### config.mk
export PLATFORM = sky130hd
export DESIGN_NAME = arp_request_flat
export DESIGN_NICKNAME = d
export VERILOG_FILES = /design/src/rtl/arp_request_if.sv /design/src/rtl/arp_request.sv /design/src/flat_wrapper.sv
export SDC_FILE = /design/constraint.sdc
export NUM_CORES = 1
export LEC_CHECK = 0
export CAP_MARGIN = 20
export CORE_MARGIN = 4
export CORE_UTILIZATION = 58
export DETAILED_ROUTE_END_ITERATION = 7
export PLACE_DENSITY = 0.95
export SLEW_MARGIN = 0
export SYNTH_ARGS = -nofsm -noshare
export SYNTH_HDL_FRONTEND = slang
export SYNTH_SLANG_ARGS = --single-unit
### constraint.sdc
create_clock -name i_clk -period 21.2 [get_ports i_clk]
set_input_delay 6.36 -clock i_clk [delete_from_list [all_inputs] [get_ports i_clk]]
set_output_delay 6.36 -clock i_clk [all_outputs]
set_load 0.02 [all_outputs]
### src/rtl/arp_request_if.sv
// Byte-wide MAC-side bundle for the ARP request initiator: own addresses,
// request strobe, RX/TX byte streams and the resolve/fail status.
interface arp_request_if;
    logic [47:0] my_mac;
    logic [31:0] my_ipv4;
    logic        start;
    logic [31:0] target_ipv4;
    logic        data_valid_rx;
    logic [7:0]  data_rx;
    logic        data_ack_tx;
    logic        data_valid_tx;
    logic [7:0]  data_tx;
    logic        busy;
    logic        done;
    logic        fail;
    logic [47:0] resolved_mac;

    // Seen from the ARP block.
    modport slave (
        input  my_mac, my_ipv4, start, target_ipv4,
        input  data_valid_rx, data_rx, data_ack_tx,
        output data_valid_tx, data_tx, busy, done, fail, resolved_mac
    );

    // Seen from the MAC / host side.
    modport master (
        output my_mac, my_ipv4, start, target_ipv4,
        output data_valid_rx, data_rx, data_ack_tx,
        input  data_valid_tx, data_tx, busy, done, fail, resolved_mac
    );
endinterface

### src/rtl/arp_request.sv
// ARP initiator: sends a broadcast ARP request for a latched IPv4 target,
// waits for the matching reply, retries on timeout, reports DONE or FAIL.
//
// state  | meaning
// S_IDLE | waiting for START, outputs quiet
// S_TX   | streaming the 42-byte request, one byte per ack
// S_WAIT | parsing RX frames for the reply, timeout counter running
module arp_request #(
    parameter int unsigned TIMEOUT_CYCLES = 1000,
    parameter int unsigned MAX_TRIES      = 3
) (
    input  logic          i_clk,
    input  logic          i_areset,
    arp_request_if.slave  io_arp
);
    typedef enum logic [1:0] {S_IDLE, S_TX, S_WAIT} state_t;

    localparam logic [23:0] TMO_LAST   = 24'(TIMEOUT_CYCLES - 1);
    localparam logic [3:0]  TRIES_LAST = 4'(MAX_TRIES);
    localparam logic [5:0]  LAST_IDX   = 6'd41;
    localparam logic [5:0]  HDR_BYTES  = 6'd42;

    state_t      r_state;
    logic [5:0]  r_tx_idx;
    logic [3:0]  r_tries;
    logic [23:0] r_tmo_cnt;
    logic [31:0] r_target;
    logic        r_data_valid_tx;
    logic [7:0]  r_data_tx;
    logic        r_busy;
    logic        r_done;
    logic        r_fail;
    logic [47:0] r_resolved_mac;

    logic [5:0]  r_rx_cnt;
    logic        r_rx_ok;
    logic        r_rx_elig;
    logic [47:0] r_sha;

    // Whole request frame, byte 0 in the top bits.
    logic [335:0] w_tx_frame;
    logic [5:0]   w_tx_nidx;
    logic [8:0]   w_tx_shamt;
    logic [335:0] w_tx_shifted;
    logic [7:0]   w_tx_next;

    assign w_tx_frame = {48'hFFFF_FFFF_FFFF, io_arp.my_mac,
                         16'h0806, 16'h0001, 16'h0800, 8'h06, 8'h04, 16'h0001,
                         io_arp.my_mac, io_arp.my_ipv4, 48'h0, r_target};
    assign w_tx_nidx    = r_tx_idx + 6'd1;
    assign w_tx_shamt   = {LAST_IDX - w_tx_nidx, 3'b000};
    assign w_tx_shifted = w_tx_frame >> w_tx_shamt;
    assign w_tx_next    = w_tx_shifted[7:0];

    // Expected reply and care mask; src MAC, SHA and THA are don't-care.
    logic [335:0] w_rx_exp;
    logic [335:0] w_rx_mask;
    logic [8:0]   w_rx_shamt;
    logic [335:0] w_rx_exp_sh;
    logic [335:0] w_rx_mask_sh;
    logic         w_rx_byte_ok;
    logic         w_rx_first;
    logic         w_rx_end;
    logic         w_match;

    assign w_rx_exp  = {io_arp.my_mac, 48'h0,
                        16'h0806, 16'h0001, 16'h0800, 8'h06, 8'h04, 16'h0002,
                        48'h0, r_target, 48'h0, io_arp.my_ipv4};
    assign w_rx_mask = {{48{1'b1}}, 48'h0, {80{1'b1}}, 48'h0,
                        {32{1'b1}}, 48'h0, {32{1'b1}}};
    assign w_rx_shamt   = {LAST_IDX - r_rx_cnt, 3'b000};
    assign w_rx_exp_sh  = w_rx_exp >> w_rx_shamt;
    assign w_rx_mask_sh = w_rx_mask >> w_rx_shamt;
    assign w_rx_byte_ok = (r_rx_cnt > LAST_IDX) ||
                          (((io_arp.data_rx ^ w_rx_exp_sh[7:0]) & w_rx_mask_sh[7:0]) == 8'h00);
    assign w_rx_first   = io_arp.data_valid_rx && (r_rx_cnt == 6'd0);
    assign w_rx_end     = !io_arp.data_valid_rx && (r_rx_cnt != 6'd0);
    assign w_match      = (r_state == S_WAIT) && w_rx_end && r_rx_elig &&
                          r_rx_ok && (r_rx_cnt >= HDR_BYTES);

    // RX parser: byte count, accumulated field match, SHA shadow, eligibility.
    always_ff @(posedge i_clk or posedge i_areset) begin
        if (i_areset) begin
            r_rx_cnt  <= 6'd0;
            r_rx_ok   <= 1'b0;
            r_rx_elig <= 1'b0;
            r_sha     <= 48'h0;
        end else begin
            if (io_arp.data_valid_rx) begin
                if (r_rx_cnt != 6'd63)
                    r_rx_cnt <= r_rx_cnt + 6'd1;
                r_rx_ok <= (w_rx_first ? 1'b1 : r_rx_ok) & w_rx_byte_ok;
                if (r_rx_cnt >= 6'd22 && r_rx_cnt <= 6'd27)
                    r_sha <= {r_sha[39:0], io_arp.data_rx};
            end else begin
                r_rx_cnt <= 6'd0;
            end
            // A frame is only eligible if its first byte lands while waiting.
            if (r_state != S_WAIT)
                r_rx_elig <= 1'b0;
            else if (w_rx_first)
                r_rx_elig <= 1'b1;
            else if (!io_arp.data_valid_rx)
                r_rx_elig <= 1'b0;
        end
    end

    // Main sequencer: request transmit, reply wait, timeout and retry.
    always_ff @(posedge i_clk or posedge i_areset) begin
        if (i_areset) begin
            r_state         <= S_IDLE;
            r_tx_idx        <= 6'd0;
            r_tries         <= 4'd0;
            r_tmo_cnt       <= 24'd0;
            r_target        <= 32'h0;
            r_data_valid_tx <= 1'b0;
            r_data_tx       <= 8'h00;
            r_busy          <= 1'b0;
            r_done          <= 1'b0;
            r_fail          <= 1'b0;
            r_resolved_mac  <= 48'h0;
        end else begin
            r_done <= 1'b0;
            r_fail <= 1'b0;
            case (r_state)
                S_IDLE: begin
                    if (io_arp.start) begin
                        r_target        <= io_arp.target_ipv4;
                        r_tries         <= 4'd1;
                        r_tx_idx        <= 6'd0;
                        r_data_tx       <= 8'hFF;
                        r_data_valid_tx <= 1'b1;
                        r_busy          <= 1'b1;
                        r_state         <= S_TX;
                    end
                end
                S_TX: begin
                    if (io_arp.data_ack_tx) begin
                        if (r_tx_idx == LAST_IDX) begin
                            r_data_valid_tx <= 1'b0;
                            r_data_tx       <= 8'h00;
                            r_tmo_cnt       <= 24'd0;
                            r_state         <= S_WAIT;
                        end else begin
                            r_tx_idx  <= w_tx_nidx;
                            r_data_tx <= w_tx_next;
                        end
                    end
                end
                S_WAIT: begin
                    // A reply completing on the timeout edge still wins.
                    if (w_match) begin
                        r_done         <= 1'b1;
                        r_resolved_mac <= r_sha;
                        r_busy         <= 1'b0;
                        r_state        <= S_IDLE;
                    end else if (r_tmo_cnt == TMO_LAST) begin
                        if (r_tries < TRIES_LAST) begin
                            r_tries         <= r_tries + 4'd1;
                            r_tx_idx        <= 6'd0;
                            r_data_tx       <= 8'hFF;
                            r_data_valid_tx <= 1'b1;
                            r_state         <= S_TX;
                        end else begin
                            r_fail  <= 1'b1;
                            r_busy  <= 1'b0;
                            r_state <= S_IDLE;
                        end
                    end else begin
                        r_tmo_cnt <= r_tmo_cnt + 24'd1;
                    end
                end
                default: r_state <= S_IDLE;
            endcase
        end
    end

    assign io_arp.data_valid_tx = r_data_valid_tx;
    assign io_arp.data_tx       = r_data_tx;
    assign io_arp.busy          = r_busy;
    assign io_arp.done          = r_done;
    assign io_arp.fail          = r_fail;
    assign io_arp.resolved_mac  = r_resolved_mac;
endmodule

### src/flat_wrapper.sv
// flat-port wrapper written by rule: the top's interface ports become plain ports
module arp_request_flat 
#(
    parameter int unsigned TIMEOUT_CYCLES = 1000,
    parameter int unsigned MAX_TRIES      = 3
)
  (i_clk, i_areset, io_arp_my_mac, io_arp_my_ipv4, io_arp_start, io_arp_target_ipv4, io_arp_data_valid_rx, io_arp_data_rx, io_arp_data_ack_tx, io_arp_data_valid_tx, io_arp_data_tx, io_arp_busy, io_arp_done, io_arp_fail, io_arp_resolved_mac);
  arp_request_if io_arp_i ();
  input  logic i_clk;
  input  logic i_areset;
  input wire logic [$bits(io_arp_i.my_mac)-1:0] io_arp_my_mac;
  input wire logic [$bits(io_arp_i.my_ipv4)-1:0] io_arp_my_ipv4;
  input wire logic [$bits(io_arp_i.start)-1:0] io_arp_start;
  input wire logic [$bits(io_arp_i.target_ipv4)-1:0] io_arp_target_ipv4;
  input wire logic [$bits(io_arp_i.data_valid_rx)-1:0] io_arp_data_valid_rx;
  input wire logic [$bits(io_arp_i.data_rx)-1:0] io_arp_data_rx;
  input wire logic [$bits(io_arp_i.data_ack_tx)-1:0] io_arp_data_ack_tx;
  output wire logic [$bits(io_arp_i.data_valid_tx)-1:0] io_arp_data_valid_tx;
  output wire logic [$bits(io_arp_i.data_tx)-1:0] io_arp_data_tx;
  output wire logic [$bits(io_arp_i.busy)-1:0] io_arp_busy;
  output wire logic [$bits(io_arp_i.done)-1:0] io_arp_done;
  output wire logic [$bits(io_arp_i.fail)-1:0] io_arp_fail;
  output wire logic [$bits(io_arp_i.resolved_mac)-1:0] io_arp_resolved_mac;
  assign io_arp_i.my_mac = io_arp_my_mac;
  assign io_arp_i.my_ipv4 = io_arp_my_ipv4;
  assign io_arp_i.start = io_arp_start;
  assign io_arp_i.target_ipv4 = io_arp_target_ipv4;
  assign io_arp_i.data_valid_rx = io_arp_data_valid_rx;
  assign io_arp_i.data_rx = io_arp_data_rx;
  assign io_arp_i.data_ack_tx = io_arp_data_ack_tx;
  assign io_arp_data_valid_tx = io_arp_i.data_valid_tx;
  assign io_arp_data_tx = io_arp_i.data_tx;
  assign io_arp_busy = io_arp_i.busy;
  assign io_arp_done = io_arp_i.done;
  assign io_arp_fail = io_arp_i.fail;
  assign io_arp_resolved_mac = io_arp_i.resolved_mac;
  arp_request #(.TIMEOUT_CYCLES(TIMEOUT_CYCLES), .MAX_TRIES(MAX_TRIES)) u_core (.i_clk(i_clk), .i_areset(i_areset), .io_arp(io_arp_i));
endmodule
==> reports/qor.csv, run 1 <==
metric;value;unit
outcome;complete, no violations;
nets;1186;
avgSynthCellArea;11.6;µm²
fin_cells;1283;
preCtsSetupSlack;12.21;ns
dieWidth;142;µm
intPower;0.785;mW
cts_max_level;4;
grt_first_pass_wirelength;46.0;mm
grt_use_total;0.290;
worstMarginPinSlew;0.984;ns
required;21.49;ns
endpoint_kind;flip-flop;
p_switching;0.456;mW
dp_cells;1251;
drv_cap;0;
remaining_drc_errors;0;
worst_slew_margin_rel;0.344;
post_cts_buffers;0;
seqPwrFrac;0.321;
p_per_area;96.2;mW/mm²
setup_ws;12.57;ns
fin_setup_tns;0;ns
p_leak;5.54;nW
drt_first_iter_violations;1043;
yosys_warnings;0;
area_growth;24.7;%
io_pins;185;
start_util;0.594;
cts_resized;0;
diodes;0;
critical_path.max_fanout;17;
totalWireLength;29.0;mm
start_kind;input pin;
grt_max_degree;106;
final.min_clock_period;8.63;ns
comb_power_share;0.411;
synthCells;894;
slew_violations;0;
drt-pass1-iter-count;6;
netlist_area;0.0104;mm²
cts.sinks;184;
vias_per_cell;6.49;
synth_top_area_cell;dfrtp_1;
rsz0062_at_grt;no;
io_buffers;184;
setup_viol;0;
root_buffer;clkbuf_16;
coreArea;0.0174;mm²
cts_buffer_depth;2;
period_share;0.407;
drive_above_1_share;0.228;
clk_pin_slew;0.07;ns
fp.dieH;142;µm
path_class;input pin to flip-flop;
synth_top_area_frac;0.445;
ir_drop;82.4;µV
clock_latency;0.43;ns
synth.distinct_cells;63;
cts_tree;yes;
min-delay-path-class;flip-flop to flip-flop;
p_sw_frac;0.367;
max_freq;116;MHz
ys_top_cells_by_area;dfrtp_1 44%, mux2_2 15%, mux4_2 8.9%, mux2i_1 3.0%, o21ai_0 2.2%;
hold_viol;0;
synth_nets;1035;
synth_edf_count;0;
cts_made_buffers;17;
async_flop_share;1.00;
ant_nets;0;
finClkSkew;0.00828;ns
ys_seq_elements;184;
synth-main-ff-cell;dfrtp_1;
antenna_found_initial;0;
vias;8327;
core.rowCount;48;
wl_per_cell;22.6;µm
overflow;0;
die_area;0.0200;mm²
power.share.clock;0.268;
place_congestion;0.966;
ys_seq_area_frac;0.445;
grt_pass1_vias;8474;
hpwl;20.4;mm
ctsHoldBuffers;0;
arrival;8.92;ns
## area by class of cell
type                            instances  area [µm²]
Inverter                               13        53.8
Clock buffer                           21         460
Timing Repair Buffer                  195        1920
Multi-Input combinational cell        634        5420
Fill cell                            1089        4510
Sequential cell                       184        4610
Clock inverter                         11         163
Tap cell                              225         282
## registers in the layout, indices dropped and copies added (netlist names), 2 cells and up
name	count
u_core.io_arp.data_tx	8
u_core.io_arp.resolved_mac	48
u_core.r_rx_cnt	6
u_core.r_sha	48
u_core.r_state	2
u_core.r_target	32
u_core.r_tmo_cnt	24
u_core.r_tries	4
u_core.r_tx_idx	6
## critical path, stage by stage
cell             delay, ns
clkdlybuf4s50_1       0.69
and4b_1               0.29
o21a_1                0.14
o21a_1                0.22
nor2_1                0.73
nand3_1               0.26
o21ai_0               0.17
a31oi_1               0.07
## synth_stat cells, drive strengths merged, types with 2 or more instances
cell and instances:
dfrtp 184, mux2 139, nor2 55, o21ai 50, nand2 44, mux4 41
buf 40, nand3 38, a21oi 32, mux2i 31, clkbuf 23, xnor2 19
a31oi 17, ha 16, xor2 15, inv 13, and3 12, nor3 12
o211ai 11, nor2b 9, nor4 9, and2 7, or3 7, nand4 6
o31ai 6, a22oi 5, nand2b 5, a211oi 4, a311oi 4, o2111ai 4
a221oi 3, a311o 3, nand4b 3, o21a 3, o221a 3, o22ai 3
or2 3, a211o 2, and4 2
## power by group through the flow
stage	clock (mW)	sequential, mW	combinational [mW]
2_1_floorplan	0	0.401	0.356
3_3_place_gp	0	0.402	0.486
3_5_place_dp	0	0.402	0.495
4_1_cts	0.336	0.396	0.497
5_1_grt	0.352	0.399	0.548
6_report	0.333	0.398	0.511
## routing by layer
layer / wire length [µm] / vias up / part of all wire / GRT usage
met3: 2220 / 109 / 0.077 / 0.0576
met2: 14600 / 496 / 0.50 / 0.486
li1: - / 3625 / - / -
met4: 1240 / 0 / 0.043 / 0.123
met1: 10900 / 4097 / 0.38 / 0.370
met5: 0 / - / 0 / 0
## worst paths after layout
check                                           from                              to  slack, ns  depth (start not counted)
max in group asynchronous                   i_areset             u_core.r_target[13]      13.14                          3
worst max register to register    u_core.r_tx_idx[0]        u_core.io_arp.data_tx[7]      17.17                         13
min in group asynchronous                   i_areset  u_core.io_arp.resolved_mac[47]       6.51                          2
worst min-delay path                u_core.r_sha[47]  u_core.io_arp.resolved_mac[47]       0.50                          1
worst max-delay path            io_arp_data_valid_rx        u_core.io_arp.data_tx[6]      12.57                          8
worst min register to register      u_core.r_sha[47]  u_core.io_arp.resolved_mac[47]       0.50                          1
## layout by cell type, fill, tap and decap left out, types with 7 or more instances in the layout
| master | instances |
|---|---|
| a21oi_1 | 32 |
| a31oi_1 | 16 |
| and3_1 | 12 |
| buf_4 | 11 |
| clkbuf_16 | 17 |
| clkdlybuf4s50_1 | 184 |
| dfrtp_1 | 182 |
| ha_1 | 16 |
| inv_1 | 12 |
| mux2_2 | 138 |
| mux2i_1 | 31 |
| mux4_2 | 41 |
| nand2_1 | 44 |
| nand3_1 | 38 |
| nor2_1 | 53 |
| nor2b_1 | 8 |
| nor3_1 | 11 |
| nor4_1 | 9 |
| o211ai_1 | 11 |
| o21ai_0 | 46 |
| or3_1 | 7 |
| xnor2_1 | 18 |
| xor2_1 | 15 |
## cell families after synthesis
logic type,count (synthesis),synth area share
AOI/OAI and AO/OA,157,0.0996
xor gates and xnor gates,34,0.0295
DFF,184,0.445
buffers and inverters,76,0.0328
and+or+nand+nor,216,0.104
muxes,211,0.270
adders and majority gates,16,0.0193
## per-stage QoR
| step | total power, mW | utilization | cell area (µm²) | hold WS (ns) |
|---|---|---|---|---|
| 2_1_floorplan | 0.756 | - | 10400 | 0.474 |
| 3_3_place_gp | 0.887 | 0.705 | 12300 | 0.483 |
| 3_5_place_dp | 0.898 | 0.705 | 12300 | 0.486 |
| 4_1_cts | 1.23 | 0.741 | 12900 | 0.506 |
| 5_1_grt | 1.30 | 0.741 | 12900 | 0.522 |
| 6_report | 1.24 | 0.741 | 12900 | 0.501 |
Note: power is estimated with default switching activity, not from simulation.
==> inputs of run 2 (changes only) <==
- CORE_UTILIZATION: 58 -> 48
- PLACE_DENSITY: 0.95 -> 0.85
- clock period: 21.2 -> 7.9 ns (I/O delays scaled with it)
==> run 2 against run 1 <==
Against the previous run: clock skew is 0.014 ns higher; register-to-register slack worse by 13 ns; count of clock-buffer cells in the layout is 4 lower; clock power is 150% higher; sequential share of layout area hardly changed; final area hardly changed; critical path type unchanged; critical endpoint is now u_core.io_arp.data_tx[1]; largest cell class unchanged.
==> reports/qor.csv, run 2 (same netlist as run 1, synthesis figures left out) <==
metric;value;unit;change
path_class;input pin to flip-flop;;unchanged
dieWidth;155;µm;was 142 µm
path_buf_inv;1;;unchanged
totalWireLength;26.8;mm;was 29.0 mm
remaining_drc_errors;0;;unchanged
start_util;0.491;;was 0.594
grt_first_pass_wirelength;42.6;mm;was 46.0 mm
slew_violations;0;;unchanged
fp.dieH;155;µm;was 142 µm
setup_ws;3.30;ns;was 12.57 ns
endpoint_kind;flip-flop;;unchanged
drt-pass1-iter-count;5;;was 6
final_cell_mix;184 x clkdlybuf4s50_1, 182 x dfrtp_1, 138 x mux2_2, 53 x nor2_1, 46 x o21ai_0;;unchanged
post_cts_buffers;0;;unchanged
path_cells;clkdlybuf4s50_1 > and4b_1 > o21a_1 > o21a_1 > nor2_1 > nand3_1 > o21ai_0 > a31oi_1;;unchanged
final.min_clock_period;4.60;ns;
start_kind;input pin;;unchanged
core.rowCount;53;;was 48
die_area;0.0240;mm²;was 0.0200 mm²
overflow;0;;unchanged
cts_buffer_depth;2;;unchanged
min-delay-path-class;flip-flop to flip-flop;;unchanged
drive_above_1_share;0.230;;was 0.228
ctsHoldBuffers;0;;unchanged
worstMarginPinSlew;0.878;ns;was 0.984 ns
vias_per_cell;6.01;;was 6.49
p_per_area;251;mW/mm²;was 96.2 mW/mm²
grt_pass1_vias;7852;;was 8474
critical_path.max_fanout;17;;unchanged
r2r_slack;3.76;ns;was 17.17 ns
io_pins;185;;unchanged
cts.sinks;184;;unchanged
cp_common_cell;o21a_1;;unchanged
grt_max_degree;81;;was 106
antenna_found_initial;0;;unchanged
max_freq;218;MHz;
vias;8017;;was 8327
root_buffer;clkbuf_16;;unchanged
cts_made_buffers;17;;unchanged
design_area;0.0129;mm²;about the same
finClkSkew;0.0223;ns;was 0.00828 ns
crit_path_max_incr_delay;0.69;ns;was 0.73 ns
hold_slack;0.503;ns;was 0.501 ns
cts_tree;yes;;unchanged
grt_use_total;0.222;;was 0.290
power;3.24;mW;was 1.24 mW
cts_max_level;4;;unchanged
setup_viol;0;;unchanged
nets;1187;;was 1186
critPathTopFamily;simple AND/OR/NAND/NOR gates;;unchanged
coreArea;0.0211;mm²;was 0.0174 mm²
preCtsSetupSlack;2.92;ns;was 12.21 ns
outcome;complete, no violations;;unchanged
drv_cap;0;;unchanged
drt_first_iter_violations;714;;was 1043
clock_latency;0.44;ns;was 0.43 ns
clk_pin_slew;0.07;ns;about the same
ir_drop;288;µV;was 82.4 µV
fin_setup_tns;0;ns;unchanged
fill_cells;1657;;was 1089
period_share;0.582;;
ant_nets;0;;unchanged
place_congestion;0.936;;was 0.966
worst_slew_margin_rel;0.412;;was 0.344
cp_slowest_cell;nor2_1;;unchanged
area_growth;24.8;%;was 24.7%
postPlaceCellArea;0.0123;mm²;about the same
wl_per_cell;20.1;µm;was 22.6 µm
io_buffers;184;;unchanged
rsz0062_at_grt;no;;unchanged
arrival;4.89;ns;was 8.92 ns
cts_resized;0;;unchanged
diodes;0;;unchanged
p_leak;5.51;nW;was 5.54 nW
final_common_cell;clkdlybuf4s50_1;;unchanged
required;8.19;ns;was 21.49 ns
hpwl;19.6;mm;was 20.4 mm
hold_viol;0;;unchanged
[run 2: worst paths after layout]
kind,from,end,cells after the start
hold reg to reg,u_core.r_sha[47],u_core.r_sha[47],1
setup / recovery,io_arp_data_valid_rx,u_core.io_arp.data_tx[1],8
min in group asynchronous,i_areset,u_core.io_arp.resolved_mac[39],2
setup reg to reg,u_core.r_tx_idx[0],u_core.io_arp.data_tx[7],13
max in group asynchronous,i_areset,u_core.r_tx_idx[0],3
hold / removal,u_core.r_sha[47],u_core.r_sha[47],1
[run 2: per-layer routing]
metal | vias to the layer above | share of wire | GRT usage
met1 | 3999 | 0.41 | 0.296
met3 | 63 | 0.061 | 0.0428
li1 | 3645 | - | -
met4 | 0 | 0.034 | 0.0883
met5 | - | 0 | 0
met2 | 310 | 0.50 | 0.362
[run 2: stage by stage]
stage | std cells | util
final | 1334 | 0.613
after CTS | 1333 | 0.612
after detailed placement | 1301 | 0.586
after floorplan | 894 | -
after global routing | 1334 | 0.613
after global placement | 1301 | 0.586
[run 2: report_power, final]
part | switching, mW | total, mW | internal (mW)
clock | 0.405 | 0.822 | 0.417
combinational | 0.770 | 1.36 | 0.585
sequential | 0.0618 | 1.06 | 1.00
total | 1.24 | 3.24 | 2.00
[run 2: cell type report]
cell class              instances  area, µm²  share of cell area
multi-input cells             634       5420               0.419
flip-flops and latches        184       4610               0.357
repair buffers                196       1930               0.150
clock buffers                  17        425              0.0329
well taps                     275        344              0.0266
clock inverters                15        139              0.0107
inverters                      13       53.8             0.00416
